[src/rtl/piso_reader_pkg.sv]
// Shared types and constants for the piso_reader block: FSM state encoding,
// default word width and the bit-counter sizing helper.
package piso_reader_pkg;

    typedef enum logic [1:0] {
        ST_IDLE   = 2'd0,
        ST_SHIFT  = 2'd1,
        ST_PARITY = 2'd2,
        ST_DONE   = 2'd3
    } state_e;

    localparam int DEFAULT_WIDTH = 8;

    // Counter must reach WIDTH without wrapping, hence WIDTH+1 codes.
    function automatic int cnt_bits(input int width);
        return $clog2(width + 1);
    endfunction

endpackage

[src/rtl/piso_shift.sv]
// piso_shift: WIDTH-bit load/shift register. The head bit (MSB or LSB,
// selected by MSB_FIRST) is the serial output; the vacated end is filled
// with 'fill' on every shift.
module piso_shift
    import piso_reader_pkg::*;
#(
    parameter int WIDTH     = DEFAULT_WIDTH,
    parameter bit MSB_FIRST = 1'b1
) (
    input  logic             clk,
    input  logic             rst,
    input  logic             load,
    input  logic [WIDTH-1:0] load_data,
    input  logic             shift_en,
    input  logic             fill,
    output logic             sout
);

    logic [WIDTH-1:0] data_q;
    logic [WIDTH-1:0] data_d;

    // Next register value: load has priority over shift.
    always_comb begin
        // NOTE: every always_comb output gets a default first so no path leaves it unassigned (no latch).
        data_d = data_q;
        if (load) begin
            data_d = load_data;
        end else if (shift_en) begin
            if (MSB_FIRST) data_d = {data_q[WIDTH-2:0], fill};
            else           data_d = {fill, data_q[WIDTH-1:1]};
        end
    end

    // Register with synchronous reset.
    always_ff @(posedge clk) begin
        // NOTE: sequential state uses non-blocking assignments so all flops update from pre-edge values.
        if (rst) data_q <= '0;
        else     data_q <= data_d;
    end

    assign sout = MSB_FIRST ? data_q[WIDTH-1] : data_q[0];

endmodule

[src/rtl/piso_reader.sv]
// piso_reader: captures a parallel word on START and shifts it out over a
// valid/ready serial link, flagging the final bit with SLAST and pulsing DONE.
// Optional feature macro: PISO_READER_PARITY_EN appends an even-parity bit.
module piso_reader
    import piso_reader_pkg::*;
#(
    parameter int WIDTH     = DEFAULT_WIDTH,
    parameter bit MSB_FIRST = 1'b1
) (
    input  logic             CLK,
    input  logic             RST,
    input  logic [WIDTH-1:0] R_IN,
    input  logic             START,
    input  logic             SREADY,
    output logic             SOUT,
    output logic             SVALID,
    output logic             SLAST,
    output logic             BUSY,
    output logic             DONE
);

    localparam int CW = cnt_bits(WIDTH);
    localparam logic [CW-1:0] LAST_IDX = CW'(WIDTH - 1);

    state_e          state_q, state_d;
    logic [CW-1:0]   cnt_q, cnt_d;
    logic            svalid_q, svalid_d;
    logic            slast_q, slast_d;
    logic            busy_q, busy_d;
    logic            done_q, done_d;
    logic            sh_load, sh_shift, sh_fill;
    logic [WIDTH-1:0] sh_data;

`ifdef PISO_READER_PARITY_EN
    logic parity_q, parity_d;
    // Once all data bits have shifted out, the head holds the parity fill.
    assign sh_fill = parity_q;
`else
    localparam logic [CW-1:0] PEN_IDX = CW'(WIDTH - 2);
    // Zero fill leaves SOUT low once the word has fully shifted out.
    assign sh_fill = 1'b0;
`endif

    piso_shift #(
        .WIDTH     (WIDTH),
        .MSB_FIRST (MSB_FIRST)
    ) u_shift (
        .clk       (CLK),
        .rst       (RST),
        .load      (sh_load),
        .load_data (sh_data),
        .shift_en  (sh_shift),
        .fill      (sh_fill),
        .sout      (SOUT)
    );

    // Next state, counter, shifter controls and next registered outputs.
    always_comb begin
        state_d  = state_q;
        cnt_d    = cnt_q;
        svalid_d = 1'b0;
        slast_d  = 1'b0;
        busy_d   = 1'b0;
        done_d   = 1'b0;
        sh_load  = 1'b0;
        sh_shift = 1'b0;
        sh_data  = R_IN;
`ifdef PISO_READER_PARITY_EN
        parity_d = parity_q;
`endif
        case (state_q)
            ST_IDLE, ST_DONE: begin
                state_d = ST_IDLE;
                if (START) begin
                    state_d  = ST_SHIFT;
                    cnt_d    = '0;
                    sh_load  = 1'b1;
                    svalid_d = 1'b1;
                    busy_d   = 1'b1;
`ifdef PISO_READER_PARITY_EN
                    parity_d = ^R_IN;
`endif
                end
            end
            ST_SHIFT: begin
                svalid_d = 1'b1;
                busy_d   = 1'b1;
                slast_d  = slast_q;
                if (SREADY) begin
                    sh_shift = 1'b1;
                    cnt_d    = cnt_q + CW'(1);
`ifdef PISO_READER_PARITY_EN
                    if (cnt_q == LAST_IDX) begin
                        state_d = ST_PARITY;
                        slast_d = 1'b1;
                    end
`else
                    if (cnt_q == LAST_IDX) begin
                        state_d  = ST_DONE;
                        svalid_d = 1'b0;
                        busy_d   = 1'b0;
                        slast_d  = 1'b0;
                        done_d   = 1'b1;
                    end else if (cnt_q == PEN_IDX) begin
                        slast_d = 1'b1;
                    end
`endif
                end
            end
            ST_PARITY: begin
                svalid_d = 1'b1;
                busy_d   = 1'b1;
                slast_d  = 1'b1;
                if (SREADY) begin
                    state_d  = ST_DONE;
                    svalid_d = 1'b0;
                    busy_d   = 1'b0;
                    slast_d  = 1'b0;
                    done_d   = 1'b1;
                    sh_load  = 1'b1;
                    sh_data  = '0;
                end
            end
            default: state_d = ST_IDLE;
        endcase
    end

    // State and output registers with synchronous reset.
    always_ff @(posedge CLK) begin
        if (RST) begin
            state_q  <= ST_IDLE;
            cnt_q    <= '0;
            svalid_q <= 1'b0;
            slast_q  <= 1'b0;
            busy_q   <= 1'b0;
            done_q   <= 1'b0;
`ifdef PISO_READER_PARITY_EN
            parity_q <= 1'b0;
`endif
        end else begin
            state_q  <= state_d;
            cnt_q    <= cnt_d;
            svalid_q <= svalid_d;
            slast_q  <= slast_d;
            busy_q   <= busy_d;
            done_q   <= done_d;
`ifdef PISO_READER_PARITY_EN
            parity_q <= parity_d;
`endif
        end
    end

    assign SVALID = svalid_q;
    assign SLAST  = slast_q;
    assign BUSY   = busy_q;
    assign DONE   = done_q;

endmodule
[config.mk]
export PLATFORM = sky130hd
export DESIGN_NAME = piso_reader
export DESIGN_NICKNAME = d
export VERILOG_FILES = /design/src/rtl/piso_reader_pkg.sv /design/src/rtl/piso_shift.sv /design/src/rtl/piso_reader.sv
export SDC_FILE = /design/constraint.sdc
export NUM_CORES = 1
export LEC_CHECK = 0
export CORE_MARGIN = 4
export CORE_UTILIZATION = 45
export CTS_BUF_LIST = sky130_fd_sc_hd__clkbuf_16
export CTS_CLUSTER_DIAMETER = 60
export DETAILED_ROUTE_END_ITERATION = 10
export HOLD_SLACK_MARGIN = 0.1
export PLACE_DENSITY = 0.79
export RECOVER_POWER = 25
export SYNTH_ARGS = -nofsm -noshare
export SYNTH_HDL_FRONTEND = slang
export SYNTH_SLANG_ARGS = --single-unit
[constraint.sdc]
create_clock -name CLK -period 1.7 [get_ports CLK]
set_input_delay 0.17 -clock CLK [delete_from_list [all_inputs] [get_ports CLK]]
set_output_delay 0.17 -clock CLK [all_outputs]
set_load 0.03 [all_outputs]
==> qor.txt, run 1 <==
Cts hold-fix bufs -> 0
Worst-path fanout max -> 5
CP Launch Type -> register
R2r setup slk -> 80 ps
Critical path endpoint category -> register
Worst-Margin Slew -> 333.4 ps
Gpl congestion -> 0.8065
Core area -> 1962 um2
Multi-input combinational cell area -> 510.5 um2
Final core occ -> 0.6435
Num CTS Buffers -> 3
Yosys cell types -> 35
Critical path class -> reg -> reg
Die Ht -> 53.45 um
Final Skew -> 1.916 ps
Sequential cell area -> 340.3 um2
Worst VDD drop -> 0.9959 mV
Final Hold Viols -> 0
Setup violations, final -> 0
Die footprint -> 2857 um2
FMAX -> 617.5 MHz
Avg WL per Cell -> 13.38 um
Congestion Overflow GR -> 0
Gr usage total -> 0.1641
Net count after synthesis -> 123
Clock sink count -> 17
FP Rows -> 16
Dpl cell area -> 1170 um2
Pwr Density -> 1698 nW/um2
Pleak -> 0.4811 nW
Pin count of the biggest net entering global routing -> 10
R2r startpoint -> state_q[0]$_SDFFE_PP0P_
Most common cell after layout, fill and taps aside -> dfxtp_1
Worst Reg-to-Reg Cells -> 5
Slew HR -> 0.7733
Io pins -> 17
Setup TNS Final -> 0 ps
End point of the critical path -> cnt_q[3]$_SDFFE_PP0P_
First-pass GRT wire length -> 3436 um
Arrival @ worst endpoint -> 1800 ps
Detailed-route DRC error count -> 0
Ant diodes -> 0
Post-route ant nets -> 0
Synthesis-stage register bit count -> 17
Type of the worst min-delay path -> reg -> reg
Overall routed net length -> 2141 um
CTS HTree Levels -> 1
1st-pass router iterations -> 4
Fillcell total -> 198
Number of global-route vias before repair -> 855
Layout area overhead -> 35.80%
Post-synthesis sequential area ratio -> 0.3661
Syn Area/Cell -> 8.688 um2
DR vias -> 917
Fin crit period -> 1619 ps
CTS clk-pin slew, worst paths -> 50 ps
IO buf count -> 16
Status -> complete, no violations
Starting DRT DRC Count -> 16
Share of layout cells above drive strength 1 -> 0.1654
Required time of the critical path -> 1880 ps
Clock Latency Late Sink -> 250 ps
Initial antenna violation count -> 0
Design area -> 1262 um2
Most frequent cells in the layout -> dfxtp_1, inv_1, clkdlybuf4s50_1, buf_4, nand3_1
Number of max-cap violations -> 0
Post-Syn Instances -> 107
Starting density of the core -> 0.4739
Die width -> 53.45 um
Clock root buffer -> clkbuf_16
Yosys warns -> 0
Crit share post-route -> 0.9526
RSZ-0062 raised after global routing -> false
Slew Viols, Final -> 0
CTS tree -> done
Via density -> 5.731
Worst Setup SP -> state_q[0]$_SDFFE_PP0P_
DP Wirelength -> 1606 um
Post-Syn Area -> 929.6 um2
Nets -> 150
Worst r2r dst -> cnt_q[3]$_SDFFE_PP0P_
Clk buf depth -> 2
==> critical path, stage by stage (launching register included) <==
cell and delay (ps):
dfxtp_1 350, inv_1 50, ha_2 310, nor2b_1 180, or4_4 520, a21oi_2 140
==> through the flow <==
step	hold slack (ps)	worst slack [ps]	cells	total power [mW]
after floorplan	272.2	61.40	107	1.311
after global placement	451.2	84.69	155	1.617
after detailed placement	458.6	27.39	155	1.651
after CTS	465.1	15.60	159	2.124
after global routing	496.8	4.508	160	2.277
final	465.5	80.63	160	2.143
==> area by class of cell <==
| cell class | count | area share |
|---|---|---|
| multi-input combinational | 71 | 0.4044 |
| clock buffer | 3 | 0.05946 |
| clock inverter | 1 | 0.002973 |
| timing repair buffer | 28 | 0.1982 |
| tap | 27 | 0.02676 |
| sequential | 17 | 0.2696 |
| inverter | 13 | 0.03865 |
==> cells by family after synthesis <==
family                     share of synthesized area
adders and majority gates                    0.05384
buffers and inverters                        0.09153
muxes                                        0.02557
AOI/OAI and AO/OA                             0.2826
DFF                                           0.3661
and+or+nand+nor                               0.1804
==> flip-flops by register name (all words and copies together) (netlist names) <==
| register | flops |
|---|---|
| SLAST | 1 |
| state_q | 2 |
| cnt_q | 4 |
| u_shift.data_q | 8 |
| BUSY | 1 |
| DONE | 1 |
==> synth_stat cells (all sizes together) <==
cell / number / area [um2]
o21a: 2 / 15.01
nand3: 9 / 45.04
buf: 4 / 28.78
or2: 1 / 6.260
nand2: 3 / 11.26
nand3b: 2 / 15.01
a21oi: 7 / 38.79
o2111a: 1 / 11.26
nand2b: 1 / 6.260
ha: 4 / 50.05
o211ai: 1 / 7.510
nor2b: 3 / 18.77
dfxtp: 17 / 340.3
o21ai: 6 / 30.03
a22oi: 1 / 12.51
mux2i: 2 / 23.77
o31ai: 3 / 22.52
or4: 3 / 26.27
o22ai: 6 / 37.54
clkbuf: 2 / 7.510
inv: 13 / 48.80
a311oi: 1 / 8.760
o2111ai: 2 / 17.52
nor3b: 1 / 7.510
o41ai: 1 / 8.760
nand4b: 1 / 8.760
and3b: 1 / 8.760
nor2: 2 / 7.510
or3: 1 / 6.260
a221oi: 6 / 52.55
==> where the power goes <==
group          switching [mW]  internal [mW]
clock network           0.150          0.312
logic                   0.576          0.513
registers              0.0701          0.522
==> what timing repair did <==
item                       CTS  global route
buffers inserted             0             1
setup endpoints to repair    0            11
resized for setup            0             3
==> routing by layer <==
metal | track usage | part of all wire | vias up
li1 | - | - | 453
met1 | 0.1712 | 0.44 | 438
met2 | 0.3082 | 0.49 | 23
met3 | 0.02817 | 0.047 | 3
met4 | 0.08085 | 0.016 | 0
met5 | 0 | 0 | -
==> worst min path at each step <==
stage                                    from                             end  slack, ps  depth (start not counted)
2_1_floorplan                             RST              SLAST$_SDFFE_PP0P_        270                          1
3_3_place_gp   u_shift.data_q[2]$_SDFFE_PP0P_  u_shift.data_q[2]$_SDFFE_PP0P_        450                          2
3_5_place_dp   u_shift.data_q[2]$_SDFFE_PP0P_  u_shift.data_q[2]$_SDFFE_PP0P_        460                          2
4_1_cts        u_shift.data_q[2]$_SDFFE_PP0P_  u_shift.data_q[2]$_SDFFE_PP0P_        470                          2
5_1_grt        u_shift.data_q[7]$_SDFFE_PP0P_  u_shift.data_q[7]$_SDFFE_PP0P_        500                          2
6_report       u_shift.data_q[3]$_SDFFE_PP0P_  u_shift.data_q[3]$_SDFFE_PP0P_        470                          2
No activity file was read; power rests on OpenSTA's default activity.
==> run 2, diff against run 1 <==
--- a/config.mk
+++ b/config.mk
@@ -13,6 +13,7 @@
 export HOLD_SLACK_MARGIN = 0.1
 export PLACE_DENSITY = 0.79
 export RECOVER_POWER = 25
+export SLEW_MARGIN = 15
 export SYNTH_ARGS = -nofsm -noshare
 export SYNTH_HDL_FRONTEND = slang
 export SYNTH_SLANG_ARGS = --single-unit
==> results of run 2 <==
The final DEF is identical to that of run 1; final timing and power are the same.
